$ cat config.mk
export PLATFORM = sky130hd
export DESIGN_NAME = write_fsm
export DESIGN_NICKNAME = d
export VERILOG_FILES = /design/src/rtl/write_fsm.sv
export SDC_FILE = /design/constraint.sdc
export NUM_CORES = 1
export LEC_CHECK = 0
export ABC_AREA = 1
export BUFFER_PORTS_ARGS = -buffer_cell sky130_fd_sc_hd__buf_4
export CORE_MARGIN = 5
export CORE_UTILIZATION = 53
export CTS_BUF_LIST = sky130_fd_sc_hd__clkbuf_8
export CTS_CLUSTER_SIZE = 24
export DETAILED_ROUTE_END_ITERATION = 10
export PLACE_DENSITY = 0.86
export SLEW_MARGIN = 0
export SYNTH_ARGS = -nofsm -noshare
export SYNTH_HDL_FRONTEND = slang
export SYNTH_SLANG_ARGS = --single-unit
export TNS_END_PERCENT = 20
$ cat constraint.sdc
create_clock -name clk -period 1.7 [get_ports clk]
set_clock_uncertainty 0.1 [all_clocks]
set_input_delay 0.255 -clock clk [delete_from_list [all_inputs] [get_ports clk]]
set_output_delay 0.255 -clock clk [all_outputs]
set_load 0.05 [all_outputs]
$ cat src/rtl/write_fsm.sv
// -----------------------------------------------------------------------------
// write_fsm
//   Sequences the write-back of one ALU matrix result into the register file.
//   A request (w_en) arms the FSM, which waits for the ALU result, then for a
//   destination register from the keypad, then streams ELEMS consecutive
//   element writes. An ALU overflow aborts the sequence with an err pulse.
//
// Parameters
//   ELEMS     number of matrix elements written per result (1..15)
//
// Ports
//   clk       in   rising-edge clock
//   nrst      in   asynchronous active-low reset
//   w_en      in   start a write-back sequence (sampled in IDLE only)
//   alu_done  in   ALU result ready pulse (sampled in WAIT_ALU only)
//   alu_ovf   in   ALU overflow flag, qualified by alu_done
//   reg_num   in   destination register from keypad, 0 = no selection
//   reg_sel   out  register file write select (0 outside WRITE)
//   wr_en     out  register file write strobe, one element per cycle
//   elem_idx  out  element index being written (0 outside WRITE)
//   busy      out  high in every state except IDLE
//   done      out  one-cycle pulse on successful completion
//   err       out  one-cycle pulse on an aborted (overflow) sequence
// -----------------------------------------------------------------------------
module write_fsm #(
    parameter int ELEMS = 9
) (
    input  logic       clk,
    input  logic       nrst,
    input  logic       w_en,
    input  logic       alu_done,
    input  logic       alu_ovf,
    input  logic [2:0] reg_num,
    output logic [2:0] reg_sel,
    output logic       wr_en,
    output logic [3:0] elem_idx,
    output logic       busy,
    output logic       done,
    output logic       err
);

    typedef enum logic [2:0] {
        IDLE      = 3'd0,
        WAIT_ALU  = 3'd1,
        WAIT_DEST = 3'd2,
        WRITE     = 3'd3,
        DONE      = 3'd4,
        ERR       = 3'd5
    } state_t;

    localparam logic [3:0] LAST_IDX = 4'(ELEMS - 1);

    state_t     r_state;
    logic [2:0] r_dest;
    logic [3:0] r_cnt;
    logic       r_wr_en;
    logic       r_busy;
    logic       r_done;
    logic       r_err;

    // All outputs are registers updated together with the state, so every
    // output already reflects the state it belongs to. The destination and
    // counter registers are only non-zero while in WRITE, which lets them
    // drive reg_sel / elem_idx directly.
    always_ff @(posedge clk or negedge nrst) begin
        if (!nrst) begin
            r_state <= IDLE;
            r_dest  <= 3'b000;
            r_cnt   <= 4'h0;
            r_wr_en <= 1'b0;
            r_busy  <= 1'b0;
            r_done  <= 1'b0;
            r_err   <= 1'b0;
        end else begin
            r_done <= 1'b0;
            r_err  <= 1'b0;
            case (r_state)
                IDLE: begin
                    if (w_en) begin
                        r_state <= WAIT_ALU;
                        r_busy  <= 1'b1;
                    end
                end
                WAIT_ALU: begin
                    if (alu_done) begin
                        if (alu_ovf) begin
                            r_state <= ERR;
                            r_err   <= 1'b1;
                        end else begin
                            r_state <= WAIT_DEST;
                        end
                    end
                end
                WAIT_DEST: begin
                    if (reg_num != 3'b000) begin
                        r_state <= WRITE;
                        r_dest  <= reg_num;
                        r_cnt   <= 4'h0;
                        r_wr_en <= 1'b1;
                    end
                end
                WRITE: begin
                    // Leave on the cycle the last element is being written.
                    if (r_cnt == LAST_IDX) begin
                        r_state <= DONE;
                        r_dest  <= 3'b000;
                        r_cnt   <= 4'h0;
                        r_wr_en <= 1'b0;
                        r_done  <= 1'b1;
                    end else begin
                        r_cnt <= r_cnt + 4'd1;
                    end
                end
                DONE, ERR: begin
                    // w_en is deliberately not looked at here; a new request
                    // has to be seen in IDLE.
                    r_state <= IDLE;
                    r_busy  <= 1'b0;
                end
                default: begin
                    r_state <= IDLE;
                    r_dest  <= 3'b000;
                    r_cnt   <= 4'h0;
                    r_wr_en <= 1'b0;
                    r_busy  <= 1'b0;
                end
            endcase
        end
    end

    assign reg_sel  = r_dest;
    assign elem_idx = r_cnt;
    assign wr_en    = r_wr_en;
    assign busy     = r_busy;
    assign done     = r_done;
    assign err      = r_err;

endmodule

== Yosys cells after proc, flatten, opt, wreduce, memory -nomap -nowiden ==
Index checks and enable logic that the tools add are counted.

* Register bits after elaboration: 14
* Input port bits: 8

* Equal/unequal tests: 10
* Multiplexer cells: 22
* Reductions and logical operators: 8
* Bitwise logic cells: 2
* $add $sub $neg: 1

{| class="wikitable"
|+ Operators with widths
! kind !! number
|-
| two-way mux 3 bit || 7
|-
| one-hot mux 3 bit (4 select lines) || 1
|-
| one-hot mux 4 bit (3 select lines) || 1
|-
| one-hot mux 3 bit (3 select lines) || 1
|-
| two-way mux 1 bit || 8
|-
| two-way mux 4 bit || 2
|-
| inequality test 2 bit (second input constant) || 4
|-
| == test 3 x 2 -> 1 bit (second input constant) || 2
|-
| == test 3 bit (second input constant) || 2
|-
| adder 4 x 1 -> 4 bit (second input constant) || 1
|-
| == test 4 bit (second input constant) || 1
|-
| AND reduction 2 bit || 2
|-
| AND reduction 4 bit || 1
|-
| OR reduction 4 bit || 1
|-
| == test 3 x 1 -> 1 bit (second input constant) || 1
|-
| zero test 3 bit || 1
|-
| one-hot mux 1 bit (3 select lines) || 1
|-
| AND reduction 3 bit || 1
|-
| nonzero test 3 bit || 1
|-
| OR reduction 3 bit || 1
|-
| NOT 1 bit || 2
|-
| one-hot mux 1 bit (2 select lines) || 1
|}

== Logic depth before layout (Yosys ltp) ==
* Word-level depth: 4
* Mapped depth: 9
* Gate-level depth less buffers: 9

== Worst setup path after synthesis ==
OpenSTA, ideal clock, no wires.

* Path kind: flip-flop to flip-flop
* From: register r_cnt[0] (netlist: elem_idx[0])
* To: register r_wr_en (netlist: wr_en)
* Path buffers: 0
* Stages on the path, launching flop included: 9
* Arrival time: 1.472 ns
* Slack: 0.009 ns
* Path through: dfrtp_1 > inv_1 > ha_1 > nand2_1 > nor2_1 > nor2_2 > inv_2 > nand3_1 > nand2_1

* Word-level cells in the longest chain between the ends: 3

{| class="wikitable"
|+ RTL lines
! item !! RTL line !! source
|-
| start, declared || 55 || <nowiki>logic [3:0] r_cnt;</nowiki>
|-
| start signal, assigned || 111 || <nowiki>r_cnt <= r_cnt + 4'd1;</nowiki>
|-
| == test 4 bit || 104 || <nowiki>if (r_cnt == LAST_IDX) begin</nowiki>
|-
| inequality test 2 bit (no line) || - ||
|-
| AND reduction 3 bit (no line) || - ||
|-
| end signal, assigned || 99 || <nowiki>r_wr_en <= 1'b1;</nowiki>
|-
| end signal, assigned || 108 || <nowiki>r_wr_en <= 1'b0;</nowiki>
|-
| end signal, assigned || 124 || <nowiki>r_wr_en <= 1'b0;</nowiki>
|-
| end, declared || 56 || <nowiki>logic r_wr_en;</nowiki>
|}

Every way passes these cells.
A chain may end at the register's enable or synchronous reset.

== Worst setup path after layout ==
* From: register r_cnt[0] (netlist: elem_idx[0])
* To: register r_state[0]

* Word-level cells in the longest chain between the ends: 3

{| class="wikitable"
|+ RTL lines
! item !! RTL line !! source
|-
| == test 4 bit || 104 ||
|-
| inequality test 2 bit (no line) || - ||
|-
| AND reduction 4 bit (no line) || - ||
|-
| end signal, assigned || 105 || <nowiki>r_state <= DONE;</nowiki>
|-
| end signal, assigned || 117 || <nowiki>r_state <= IDLE;</nowiki>
|-
| end signal, assigned || 121 || <nowiki>r_state <= IDLE;</nowiki>
|-
| end, declared || 53 || <nowiki>state_t r_state;</nowiki>
|}

Every way passes these cells.

==> metrics <==
status=finished clean; PortBufs=18; post-CTS sizing=0; Post-Synth Adder-Cell Area=3.48%; Post-CTS Setup Bufs=0; All-Layer GR Usage=15.8%; Fin. Hold Viols=0; Syn Area/Cell=8.16 sq um; Area Overhead vs Synth=30.5%; area of the core=1280 sq um; Synth area leader=dfrtp_1; relative slew slack=86.5%; actual slew at the worst max-slew pin=202 ps; Worst-path clk slew=60 ps; drt total wl=1480 um; crit start category=register; Required @ worst endpoint=1740 ps; synth unique cells=16; hold path startpoint=reg_num[0]; Synth Area in Compound Gates=4.88%; grt ovf=0; leak pwr=0.519 nW; largest net degree at the start of global routing=15; post-detailed-route count of antenna-violating nets=0; # IOs=19; post-synth top area share=48.8%; antenna violations before repair=0; Initial Utilization=55.9%; CTS tree=yes; Syn Inst Count=88; Hold Path Class=primary input to register; nets@finish=122; number of CTS-inserted buffers=3; clk buf depth=2; top cells by area, synth=dfrtp_1 (49%), nand2_1 (12%), inv_1 (5.7%), nand3_1 (5.6%), nor2_1 (3.7%); vias in the first global route=580; reg2reg end=r_state[0]; PwrDens=1880 nW/um^2; Placer Congestion=0.911; Mapped Area=718 sq um; Vias=635; hold endpoint=reg_sel[0]; Synth warnings=0; Die ar.=2190 sq um; sequential area share after synthesis=48.8%; Post-DP Area=872 sq um; # DRC=0; RSZ-0062 raised after global routing=false; drt wl/cell=11.7 um; clock latency on the worst-skew pair=250 ps; # hold bufs at CTS=1; Die Width=46.8 um; Simple-Gate Fraction of Synth Area=34.3%; drt via density=5.04; flop-to-flop setup slack=220 ps; worst vdd ir=1.04 mV; Iteration-0 DRC Markers=15; hold depth=3; largest family of logic cells by synthesized area=simple AND/OR/NAND/NOR gates; Max-Cap Viols=0; Synth Register Bits=14; final setup vio count=0; H-Tree Depth=1; # clock sinks=14; # diodes=0; Arr. time, crit path=1520 ps; drt pass-1 iters=4; Max Transition Viols Final=0; die height=46.8 um; Final Instance Area=937 sq um; syn nets=98; # rows=13; R2R depth=9; worst setup path class=register to register; XOR/XNOR Fraction of Synth Area=1.22%; first-pass GRT wire length=2350 um; Root Driver=clkbuf_8; Max Fclk=677 MHz; CP endpoint kind=register; worst setup path start=elem_idx[0]; R2R Path Start=elem_idx[0]; Detailed Place HPWL=1140 um; setup total negative slack=0 ps; Tmin final=1480 ps; CP max FO=5; Final Cycle Share=86.9%; mux cell area share after synthesis=0%; share of layout cells above drive strength 1=31.5%
==> cell families (layout without fill, tap and decap cells) <==
| family | after synthesis | in the layout |
|---|---|---|
| AO/OA/AOI/OAI | 7 | 7 |
| XOR/XNOR | 1 | 1 |
| adder cells (fa/ha/maj) | 2 | 2 |
| buffers and inverters | 14 | 37 |
| flip-flops | 14 | 14 |
| AND/OR/NAND/NOR | 50 | 50 |
==> per-stage QoR <==
stage / hold slack, ps / std cells / util, % / power [mW] / setup slack, ps
floorplan: -141 / 88 / - / 1.20 / 9.18
global placement: 10.4 / 121 / 67.9 / 1.41 / 282
detailed placement: 13.9 / 121 / 67.9 / 1.44 / 214
CTS: 113 / 126 / 72.9 / 1.77 / 214
global route: 128 / 126 / 72.9 / 1.88 / 92.5
finish: 112 / 126 / 72.9 / 1.76 / 223
==> per-layer routing <==
metal	up-vias	part of all wire, %	track usage [%]	wire, um
li1	322	-	-	-
met1	292	39	16.9	578
met2	17	52	26.8	772
met3	4	6.7	5.75	99
met4	0	1.8	8.84	26
met5	-	0	0	0
==> flip-flops by register name, summed over array words and instances (netlist names) <==
name	cells
elem_idx	4
reg_sel	3
wr_en	1
done	1
busy	1
r_state	3
err	1
==> final cells by class <==
type                    instances  area [sq um]
inverters                      14          52.6
flip-flops and latches         14           350
repair buffers                 19           145
well taps                      15          18.8
multi-input cells              60           315
fillers                        91           348
clock buffers                   4          55.1
==> report_power, final <==
group	total (mW)	leakage, nW	internal (mW)	switching (mW)
registers	0.547	0.184	0.444	0.103
clock network	0.327	0.0288	0.205	0.122
logic	0.890	0.306	0.274	0.617
total	1.76	0.519	0.923	0.842
==> critical path, cell delays in order, from the launching register on <==
cell and delay [ps]:
dfrtp_1 420, inv_1 110, ha_1 150, nand2_1 50
nor2_1 140, nor2_2 80, nor2_2 150, nand2_2 70
nand2_1 60, nand2_1 50
==> Yosys cell counts (all sizes together) <==
cell	number
nor2	13
nand4	2
nand3	9
inv	14
ha	2
dfrtp	14
xor2	1
nand2	26
o21ai	7
==> how the worst max path moves through the flow <==
stage / end / slack [ps] / cells past startpoint
6_report: r_state[0] / 220 / 9
5_1_grt: r_state[0] / 90 / 9
4_1_cts: r_state[0] / 210 / 9
3_5_place_dp: r_state[0] / 210 / 9
3_3_place_gp: r_state[0] / 280 / 9
2_1_floorplan: wr_en / 9 / 8
==> cell usage in the layout (no fill, tap or decap), drive strengths merged <==
master / count
nand2: 26
nor2: 13
dlygate4sd3: 1
clkbuf: 4
o21ai: 7
ha: 2
buf: 18
dfrtp: 14
nand4: 2
xor2: 1
inv: 14
nand3: 9
Power figures use the tool's default switching activity.
